## config.mk

```make
export PLATFORM = sky130hd
export DESIGN_NAME = serial_frame_rx_flat
export DESIGN_NICKNAME = d
export VERILOG_FILES = /design/src/rtl/serial_frame_rx_if.sv /design/src/rtl/serial_frame_rx.sv /design/src/flat_wrapper.sv
export SDC_FILE = /design/constraint.sdc
export NUM_CORES = 1
export LEC_CHECK = 0
export ABC_AREA = 1
export CAP_MARGIN = 10
export CORE_UTILIZATION = 55
export DETAILED_ROUTE_END_ITERATION = 7
export DONT_BUFFER_PORTS = 1
export PLACE_DENSITY = 0.7
export SYNTH_ARGS = -nofsm -noshare
export SYNTH_HDL_FRONTEND = slang
export SYNTH_SLANG_ARGS = --single-unit
```

## constraint.sdc

```tcl
create_clock -name CLK -period 1.4 [get_ports CLK]
set_input_delay 0.07 -clock CLK [delete_from_list [all_inputs] [get_ports CLK]]
set_output_delay 0.07 -clock CLK [all_outputs]
set_load 0.05 [all_outputs]
```

## src/rtl/serial_frame_rx_if.sv

```systemverilog
// serial_frame_rx_if: serial line in, received word and status strobes out.
// master drives SIN, slave is the receiver.
interface serial_frame_rx_if #(
  parameter int DATA_W = 8
);
  logic              SIN;
  logic [DATA_W-1:0] DOUT;
  logic              VALID;
  logic              FERR;
  logic              PERR;
  logic              BUSY;

  modport master (
    output SIN,
    input  DOUT, VALID, FERR, PERR, BUSY
  );

  modport slave (
    input  SIN,
    output DOUT, VALID, FERR, PERR, BUSY
  );
endinterface

```

## src/rtl/serial_frame_rx.sv

```systemverilog
// serial_frame_rx: framed serial receiver, mid-bit sampling, LSB first.
// Define SERIAL_FRAME_RX_PARITY_EN to expect an even-parity bit before stop.
module serial_frame_rx #(
  parameter int DATA_W     = 8,
  parameter int BIT_CYCLES = 4
) (
  input logic              CLK,
  input logic              RESET,
  serial_frame_rx_if.slave bus
);
  localparam int CW = $clog2(BIT_CYCLES) + 1;
  localparam int IW = $clog2(DATA_W) + 1;

  localparam logic [CW-1:0] HALF = CW'(BIT_CYCLES / 2);
  localparam logic [CW-1:0] FULL = CW'(BIT_CYCLES);
  localparam logic [IW-1:0] LAST = IW'(DATA_W - 1);

  localparam logic [2:0] S_IDLE      = 3'd0;
  localparam logic [2:0] S_START     = 3'd1;
  localparam logic [2:0] S_DATA      = 3'd2;
  localparam logic [2:0] S_STOP      = 3'd4;
  localparam logic [2:0] S_WAIT_HIGH = 3'd5;
`ifdef SERIAL_FRAME_RX_PARITY_EN
  localparam logic [2:0] S_PARITY    = 3'd3;
  localparam logic [2:0] S_POST      = S_PARITY;
`else
  localparam logic [2:0] S_POST      = S_STOP;
`endif

  logic [2:0]        state;
  logic [CW-1:0]     cnt;
  logic [IW-1:0]     idx;
  logic [DATA_W-1:0] sh;
  logic [DATA_W-1:0] dout;
  logic [DATA_W:0]   ins;
  logic              valid;
  logic              ferr;
  logic              perr;
  logic              mism;
  logic              expire;

`ifdef SERIAL_FRAME_RX_PARITY_EN
  logic pbit;
  assign mism = ^{sh, pbit};
`else
  assign mism = 1'b0;
`endif

  // bits arrive LSB first, so shifting in from the top lands bit i at i
  assign ins    = {bus.SIN, sh};
  assign expire = (cnt == CW'(1));

  always_ff @(posedge CLK or posedge RESET) begin
    if (RESET) begin
      state <= S_IDLE;
      cnt   <= '0;
      idx   <= '0;
      sh    <= '0;
      dout  <= '0;
      valid <= 1'b0;
      ferr  <= 1'b0;
      perr  <= 1'b0;
`ifdef SERIAL_FRAME_RX_PARITY_EN
      pbit  <= 1'b0;
`endif
    end else begin
      valid <= 1'b0;
      ferr  <= 1'b0;
      perr  <= 1'b0;
      unique case (state)
        S_IDLE: begin
          if (!bus.SIN) begin
            state <= S_START;
            cnt   <= HALF;
          end
        end
        S_START: begin
          if (expire) begin
            state <= bus.SIN ? S_IDLE : S_DATA;
            idx   <= '0;
            cnt   <= FULL;
          end else begin
            cnt <= cnt - CW'(1);
          end
        end
        S_DATA: begin
          if (expire) begin
            sh  <= ins[DATA_W:1];
            cnt <= FULL;
            if (idx == LAST) state <= S_POST;
            else             idx   <= idx + IW'(1);
          end else begin
            cnt <= cnt - CW'(1);
          end
        end
`ifdef SERIAL_FRAME_RX_PARITY_EN
        S_PARITY: begin
          if (expire) begin
            pbit  <= bus.SIN;
            state <= S_STOP;
            cnt   <= FULL;
          end else begin
            cnt <= cnt - CW'(1);
          end
        end
`endif
        S_STOP: begin
          if (expire) begin
            if (bus.SIN) begin
              state <= S_IDLE;
              if (mism) begin
                perr <= 1'b1;
              end else begin
                dout  <= sh;
                valid <= 1'b1;
              end
            end else begin
              state <= S_WAIT_HIGH;
              ferr  <= 1'b1;
              perr  <= mism;
            end
          end else begin
            cnt <= cnt - CW'(1);
          end
        end
        S_WAIT_HIGH: begin
          if (bus.SIN) state <= S_IDLE;
        end
        default: state <= S_IDLE;
      endcase
    end
  end

  assign bus.DOUT  = dout;
  assign bus.VALID = valid;
  assign bus.FERR  = ferr;
  assign bus.PERR  = perr;
  assign bus.BUSY  = (state != S_IDLE);
endmodule

```

## src/flat_wrapper.sv

```systemverilog
// flat-port wrapper written by rule: the top's interface ports become plain ports
module serial_frame_rx_flat 
#(
  parameter int DATA_W     = 8,
  parameter int BIT_CYCLES = 4
)
  (CLK, RESET, bus_SIN, bus_DOUT, bus_VALID, bus_FERR, bus_PERR, bus_BUSY);
  serial_frame_rx_if #(.DATA_W(DATA_W)) bus_i ();
  input logic CLK;
  input logic RESET;
  input wire logic [$bits(bus_i.SIN)-1:0] bus_SIN;
  output wire logic [$bits(bus_i.DOUT)-1:0] bus_DOUT;
  output wire logic [$bits(bus_i.VALID)-1:0] bus_VALID;
  output wire logic [$bits(bus_i.FERR)-1:0] bus_FERR;
  output wire logic [$bits(bus_i.PERR)-1:0] bus_PERR;
  output wire logic [$bits(bus_i.BUSY)-1:0] bus_BUSY;
  assign bus_i.SIN = bus_SIN;
  assign bus_DOUT = bus_i.DOUT;
  assign bus_VALID = bus_i.VALID;
  assign bus_FERR = bus_i.FERR;
  assign bus_PERR = bus_i.PERR;
  assign bus_BUSY = bus_i.BUSY;
  serial_frame_rx #(.DATA_W(DATA_W), .BIT_CYCLES(BIT_CYCLES)) u_core (.CLK(CLK), .RESET(RESET), .bus(bus_i));
endmodule
```

-- Yosys cells after proc, flatten, opt, wreduce, memory -nomap -nowiden
Cells that the tools add are included.
- input port bits: 3
- output and inout bits: 12
- register bits: 28
- word-level logic and storage cells: 56
- add/subtract/negate cells: 2
- equality and inequality tests: 14
- reduce and logical (&&, ||, !) cells: 10
- mux-type cells: 23
- operators with widths (cell ; count):
    $mux 3 ; 10
    $pmux 3 s5 ; 1
    $mux 4 ; 3
    $pmux 3 s3 ; 1
    $ne 2x1->1 const B ; 4
    $ne 2x2->1 const B ; 4
    $pmux 4 s2 ; 1
    $eq 3x1->1 const B ; 2
    $eq 3x3->1 const B ; 2
    $mux 1 ; 6
    $reduce_and 3->1 ; 2
    $reduce_and 6->1 ; 1
    $reduce_bool 3->1 ; 2
    $add 4x1->4 const B ; 1
    $eq 4x3->1 const B ; 1
    $reduce_and 4->1 ; 1
    $eq 3x2->1 const B ; 1
    $logic_not 3->1 ; 1
    $sub 3x1->3 const B ; 1
    $mux 2 ; 1
    $reduce_and 2->1 ; 1
    $reduce_bool 2->1 ; 1
    $reduce_or 2->1 ; 1

-- Depth between registers and ports, before layout
Gate-level depths: netlist (run 1).
- depth in word-level cells: 4
- gate-level depth with buffers: 9

-- Least setup slack after synthesis (run 1)
OpenSTA, ideal clock, no wires.
- kind: reg-to-reg
- from: register u_core.cnt[0]
- to: register u_core.sh[7]
- path slack: 0.104 ns
- data required time: 1.268 ns
- stages on the path, launching flop included: 6
- arrival time: 1.164 ns
- period minus slack after synthesis: 1.296 ns
- path buffers: 0
- cell sequence: dfrtp_1 ha_1 nand2_4 clkinv_1 nand2_2 o21ai_0
- cells in the longest elaborated chain, start to end: 2
- RTL lines (element ; RTL line ; source):
    from (decl) ; serial_frame_rx.sv:31 ; logic [CW-1:0] cnt;
    from (signal assigned) ; serial_frame_rx.sv:83 ; cnt <= cnt - CW'(1);
    from (signal assigned) ; serial_frame_rx.sv:93 ; cnt <= cnt - CW'(1);
    from (signal assigned) ; serial_frame_rx.sv:123 ; cnt <= cnt - CW'(1);
    $eq 3x1->1 ; serial_frame_rx.sv:51 ; assign expire = (cnt == CW'(1));
    $reduce_and 2->1 (no line) ; - ;
    to (signal assigned) ; serial_frame_rx.sv:88 ; sh <= ins[DATA_W:1];
    to (decl) ; serial_frame_rx.sv:33 ; logic [DATA_W-1:0] sh;
No other way between the ends.
A chain may end at the register's enable or synchronous reset.

-- Final worst setup path (run 1)
- from: register u_core.cnt[0]
- to: register u_core.sh[3]
The elaborated chain is that of the path after synthesis.

==> run metrics, run 1 <==
min Tclk post-route 1.365 ns; final worst-path cycle share 97.47%; Synth cell types 24; initial antenna violation count 0; dpl hpwl 1906 µm; Longest Clk Path Bufs 2; Max Cap Viol 0; Max Slew Vio Count 0; most used flip-flop cell after synthesis dfrtp_1; Post-synth EDFFs 0; CTS Sinks 28; via count 1,166; leakage power 0.9498 nW; clock skew 0.001014 ns; CTS clk-pin slew, worst paths 0.15 ns; XOR/XNOR share of the synthesized area 0.6130%; Chip Height 52.97 µm; GP Congestion 0.8844; Crit path max-delay family flip-flops; Setup-failing EPs final 0; Worst VDD drop 1686 µV; worst path required time 1.65 ns; Setup crit end kind register; status finished, final reports clean; slowest cell delay on critical path 0.46 ns; Worst-Skew Late Latency 0.34 ns; Die W 52.97 µm; yosys synthesis warning count 0; Iter 0 DRT Violations 23; Area growth syn-to-layout 17.16%; CTS tree yes; largest net degree at the start of global routing 26; mean post-synth cell area 8.027 µm²; crit path max-delay cell type dfrtp_1; layout cells sized above 1 20.62%; critical path fanouts, max 7; DRC Markers 0; Buf/Inv on CP 2; Setup Buffers After CTS 0; initial core utilization 58.21%; Final Cell Area 1674 µm²; Antenna Violating Nets Remaining 0; sequential share of the synthesized area 49.04%; ratio of total power to cell area 1900 nW/µm²; total congestion overflow 0; Port Buf Inserts 0; Root Buffer clkbuf_4; most common cell in the synthesized netlist nand2_1; Max Freq 732.8 MHz; routed len/inst 11.74 µm; CP cell instances ha_4 -> nand2_4 -> clkinvlp_4 -> buf_4 -> nand3_1 -> nand2_1; post-layout util 68.20%; diode count 0; CP arrival 1.62 ns; core area 2455 µm²; asr flop ratio synth 100.0%; Area contributors post-synth dfrtp_1, nand2_1, nand3_1; post-synthesis compound-gate area fraction 8.056%; post-synthesis cell count 178; H-tree levels 1; CTS buffer count 3; nets 201; DR vias/cell 5.205; simple-gate share of the synthesized area 32.57%; first drt pass iteration count 4; first-pass GRT wire length 4326 µm; area leader, netlist dfrtp_1; main combinational cell family by area after synthesis simple AND/OR/NAND/NOR gates; Yosys top cell area share 49.04%; Worst Setup Start Kind register; final hold vios 0; Routed WL 2629 µm; Hold Path Class input pin to register; #FFs+latches synth 28; die footprint 2806 µm²; num ports 15; post-synthesis adder-cell area fraction 2.627%; Post-DP Area 1550 µm²; critical path class register to register; synthesized area 1429 µm²; num rows 18; most frequent cells after synthesis nand2_1, dfrtp_1, nand3_1; GR Util All Layers 21.23%; vias in the first global route 1,033; syn nets 184; multiplexer share of the synthesized area 0%
per-layer routing:
| metal | global-route usage (%) | part of all wire (%) | vias up |
|---|---|---|---|
| li1 | - | - | 599 |
| met1 | 27.90 | 51 | 542 |
| met2 | 34.81 | 44 | 20 |
| met3 | 2.586 | 2.3 | 5 |
| met4 | 9.211 | 1.9 | 0 |
| met5 | 0 | 0 | - |
logic make-up after synthesis:
group           count (synthesis)
fa+ha+maj                       3
compound gates                 22
buf+inv                        22
xor+xnor                        1
simple gates                  101
other cells                     1
flops                          28
worst paths after layout:
kind | from | endpoint | slack [ns] | cells after the start
worst max-delay path | u_core.cnt[0] | u_core.sh[3] | 0.04 | 6
worst min-delay path | bus_SIN | u_core.bus.VALID | 0.01 | 2
worst max register to register | u_core.cnt[0] | u_core.sh[3] | 0.04 | 6
worst min register to register | u_core.sh[0] | u_core.sh[0] | 0.50 | 2
max in group asynchronous | RESET | u_core.cnt[1] | 0.87 | 3
min in group asynchronous | RESET | u_core.state[1] | 0.02 | 2
metrics by stage:
step	power, mW	worst slack, ns	hold WS (ns)	TNS (ns)	instances
3_5_place_dp	2.501	-0.0004782	-0.1535	-0.0004782	218
2_1_floorplan	2.166	0.1044	0.1354	0	178
6_report	3.181	0.03542	0.01213	0	224
3_3_place_gp	2.466	0.04679	-0.1558	0	218
5_1_grt	3.416	-0.01400	0.01298	-0.04297	224
4_1_cts	3.054	0.02554	0.008673	0	224
sequential cells by signal, indices dropped and copies added, names as in the netlist:
| signal | cells |
|---|---|
| u_core.bus.DOUT | 8 |
| u_core.bus.FERR | 1 |
| u_core.bus.VALID | 1 |
| u_core.cnt | 3 |
| u_core.idx | 4 |
| u_core.sh | 8 |
| u_core.state | 3 |
power by group:
group          internal [mW]  switching (mW)
sequential             0.959           0.162
combinational          0.510            1.01
clock                  0.290           0.252
total                   1.76            1.42
timing repair:
item / in CTS / in global routing
setup endpoints to repair: 2 / 26
endpoints found under the hold margin: 32 / 0
gates resized for setup: 2 / 17
hold buffers: 2 / 0
cell type report:
cell class	count	area, µm²
Fill cell	203	780.7
Tap cell	30	37.54
Clock inverter	1	30.03
Inverter	19	77.57
Sequential cell	28	703.2
Multi-Input combinational cell	128	673.1
Timing Repair Buffer	15	130.1
Clock buffer	3	22.52
layout by cell type, fill, tap and decap left out:
cell type,instances
inv_1,13
dfrtp_1,26
nand3_2,2
buf_12,1
xor2_1,1
nand3_1,20
a21oi_1,1
conb_1,1
clkbuf_4,3
nand2_4,3
o21bai_1,2
ha_4,1
o21ai_0,12
o21ai_1,7
ha_1,2
dfrtp_2,2
nand2_2,4
dlygate4sd3_1,2
nor2_8,1
clkinv_1,1
nor2_4,3
inv_4,1
inv_2,3
nor2_2,1
bufinv_16,1
nor2_1,9
nand2_1,56
nand4_1,1
or2_2,1
buf_4,12
clkinvlp_4,1
worst reg2reg max path: stages (launching register included):
cell and delay, ns:
dfrtp_1 0.46, ha_4 0.19, nand2_4 0.12, clkinvlp_4 0.17, buf_4 0.20, nand3_1 0.08, nand2_1 0.06
Power figures use the tool's default switching activity.
==> inputs of run 2 (changes only) <==
Settings changed: CTS_CLUSTER_DIAMETER from default to 80.
Clock period 1.4 ns to 1.42 ns, I/O delays scaled along.
==> run metrics, run 2 (synthesized netlist as in run 1, its figures left out) <==
Post-DP Area 1523 µm² (was 1550 µm²); Hold Path Stages 5 (was 2); Worst VDD drop 1970 µV (was 1686 µV); Final WS setup 0.03042 ns (was 0.03542 ns); GR Util All Layers 23.48% (was 21.23%); CP most frequent cell nand3_1; Worst Setup Start Kind register (unchanged); Max Freq 719.6 MHz (was 732.8 MHz); Longest Clk Path Bufs 2 (unchanged); pre-CTS setup slack 0.04254 ns (was -0.0004782 ns); ratio of total power to cell area 1894 nW/µm² (was 1900 nW/µm²); Antenna Violating Nets Remaining 0 (unchanged); DRC Markers 0 (unchanged); Root Buffer clkbuf_4 (unchanged); num ports 15 (unchanged); Area growth syn-to-layout 18.48% (was 17.16%); number of cells on the critical path 7 (was 6); via count 1,216 (was 1,166); vias in the first global route 1,086 (was 1,033); initial core utilization 58.21% (unchanged); Die W 52.97 µm (unchanged); Setup crit end kind register (unchanged); Setup TNS Final 0 ns (unchanged); Max Slew Vio Count 0 (unchanged); Hold Path Class input pin to register (unchanged); largest net degree at the start of global routing 23 (was 26); total congestion overflow 0 (unchanged); die footprint 2806 µm² (unchanged); slowest cell delay on critical path 0.48 ns (was 0.46 ns); fillers 189 (was 203); CTS clk-pin slew, worst paths 0.14 ns (was 0.15 ns); Setup-failing EPs final 0 (unchanged); initial antenna violation count 0 (unchanged); dpl hpwl 2024 µm (was 1906 µm); final total power 3.206 mW (was 3.181 mW); CTS tree yes (unchanged); Iter 0 DRT Violations 43 (was 23); Port Buf Inserts 0 (unchanged); critical path fanouts, max 5 (was 7); CTS buffer count 3 (unchanged); clock skew 0.007145 ns (was 0.001014 ns); crit path max-delay cell type dfrtp_2 (was dfrtp_1); DR vias/cell 5.333 (was 5.205); diode count 0 (unchanged); Crit path max-delay family simple AND/OR/NAND/NOR gates (was flip-flops); first-pass GRT wire length 4740 µm (was 4326 µm); post-layout util 68.96% (was 68.20%); core area 2455 µm² (unchanged); routed len/inst 13.13 µm (was 11.74 µm); Buf/Inv on CP 2 (unchanged); first drt pass iteration count 4 (unchanged); CP arrival 1.62 ns (about the same); GP Congestion 0.8248 (was 0.8844); most common library cell in the layout ignoring fill and taps nand2_1 (unchanged); Chip Height 52.97 µm (unchanged); layout cells sized above 1 22.73% (was 20.62%); final hold vios 0 (unchanged); Final Hold Slack 0.02586 ns (was 0.01213 ns); Placed Cells 216 (was 218); worst path required time 1.65 ns (about the same); status finished, final reports clean (unchanged); nets 205 (was 201); Worst Reg2Reg Path Length in Cells 7 (was 6); critical path class register to register (unchanged); H-tree levels 1 (unchanged); num rows 18 (unchanged); CTS Sinks 28 (unchanged); Max Cap Viol 0 (unchanged); min Tclk post-route 1.390 ns (was 1.365 ns); CP cell instances nor2_4 -> buf_4 -> nand3_1 -> nand3_2 -> inv_1 -> nand3_1 -> nand2_1 (was ha_4 -> nand2_4 -> clkinvlp_4 -> buf_4 -> nand3_1 -> nand2_1); most frequent cells in the layout nand2_1, dfrtp_1, nand3_1, buf_4, inv_1 (was nand2_1, dfrtp_1, nand3_1, inv_1); Post-Layout Cell Count 228 (was 224); final worst-path cycle share 97.86% (was 97.47%); Routed WL 2994 µm (was 2629 µm); Worst-Skew Late Latency 0.33 ns (was 0.34 ns); leakage power 0.9561 nW (was 0.9498 nW); Final Cell Area 1693 µm² (was 1674 µm²)
[run 2: changes by cell type in the layout (fill, tap and decap cells not counted), sizes merged]
| cell | delta |
|---|---|
| buf | +4 |
[run 2: area by class of cell]
| class | instances | area, µm² | share of cell area, % |
|---|---|---|---|
| clock buffer | 3 | 22.52 | 1.330 |
| clock inverter | 1 | 30.03 | 1.774 |
| inverter | 19 | 77.57 | 4.582 |
| multi-input combinational | 128 | 670.6 | 39.62 |
| sequential | 28 | 703.2 | 41.54 |
| tap | 30 | 37.54 | 2.217 |
| timing repair buffer | 19 | 151.4 | 8.943 |
[run 2: worst min-delay path: cells and delay by family]
kind | cells | cell delay (ns)
simple gates | 4 | 0.23
buf+inv | 1 | 0.05
[run 2: where the power goes]
| group | total, mW | switching, mW | internal, mW |
|---|---|---|---|
| registers | 1.11 | 0.161 | 0.946 |
| clock network | 0.522 | 0.237 | 0.286 |
| logic | 1.58 | 1.04 | 0.540 |
| total | 3.21 | 1.43 | 1.77 |
[run 2: path summary, 6_finish.rpt]
kind | end | slack, ns | start
worst max-delay path | u_core.state[1] | 0.03 | u_core.state[1]
worst min-delay path | u_core.state[2] | 0.03 | bus_SIN
worst max register to register | u_core.state[1] | 0.03 | u_core.state[1]
worst min register to register | u_core.sh[0] | 0.52 | u_core.sh[0]
max in group asynchronous | u_core.sh[5] | 0.74 | RESET
min in group asynchronous | u_core.cnt[2] | 0.10 | RESET
[run 2: metal layers]
metal  global-route usage [%]  vias to the layer above  wire length [µm]
li1                         -                      609                 -
met1                    31.75                      556              1380
met2                    38.40                       45              1434
met3                    3.448                        6               137
met4                    7.456                        0                42
met5                        0                        -                 0
[run 2: repair_timing]
item | CTS | global route
hold buffers | 2 | 0
resized for setup | 1 | 22
setup buffers | 0 | 6
pin swaps | 0 | 3
endpoints found under the setup margin | 1 | 25
hold endpoints to repair | 32 | 0
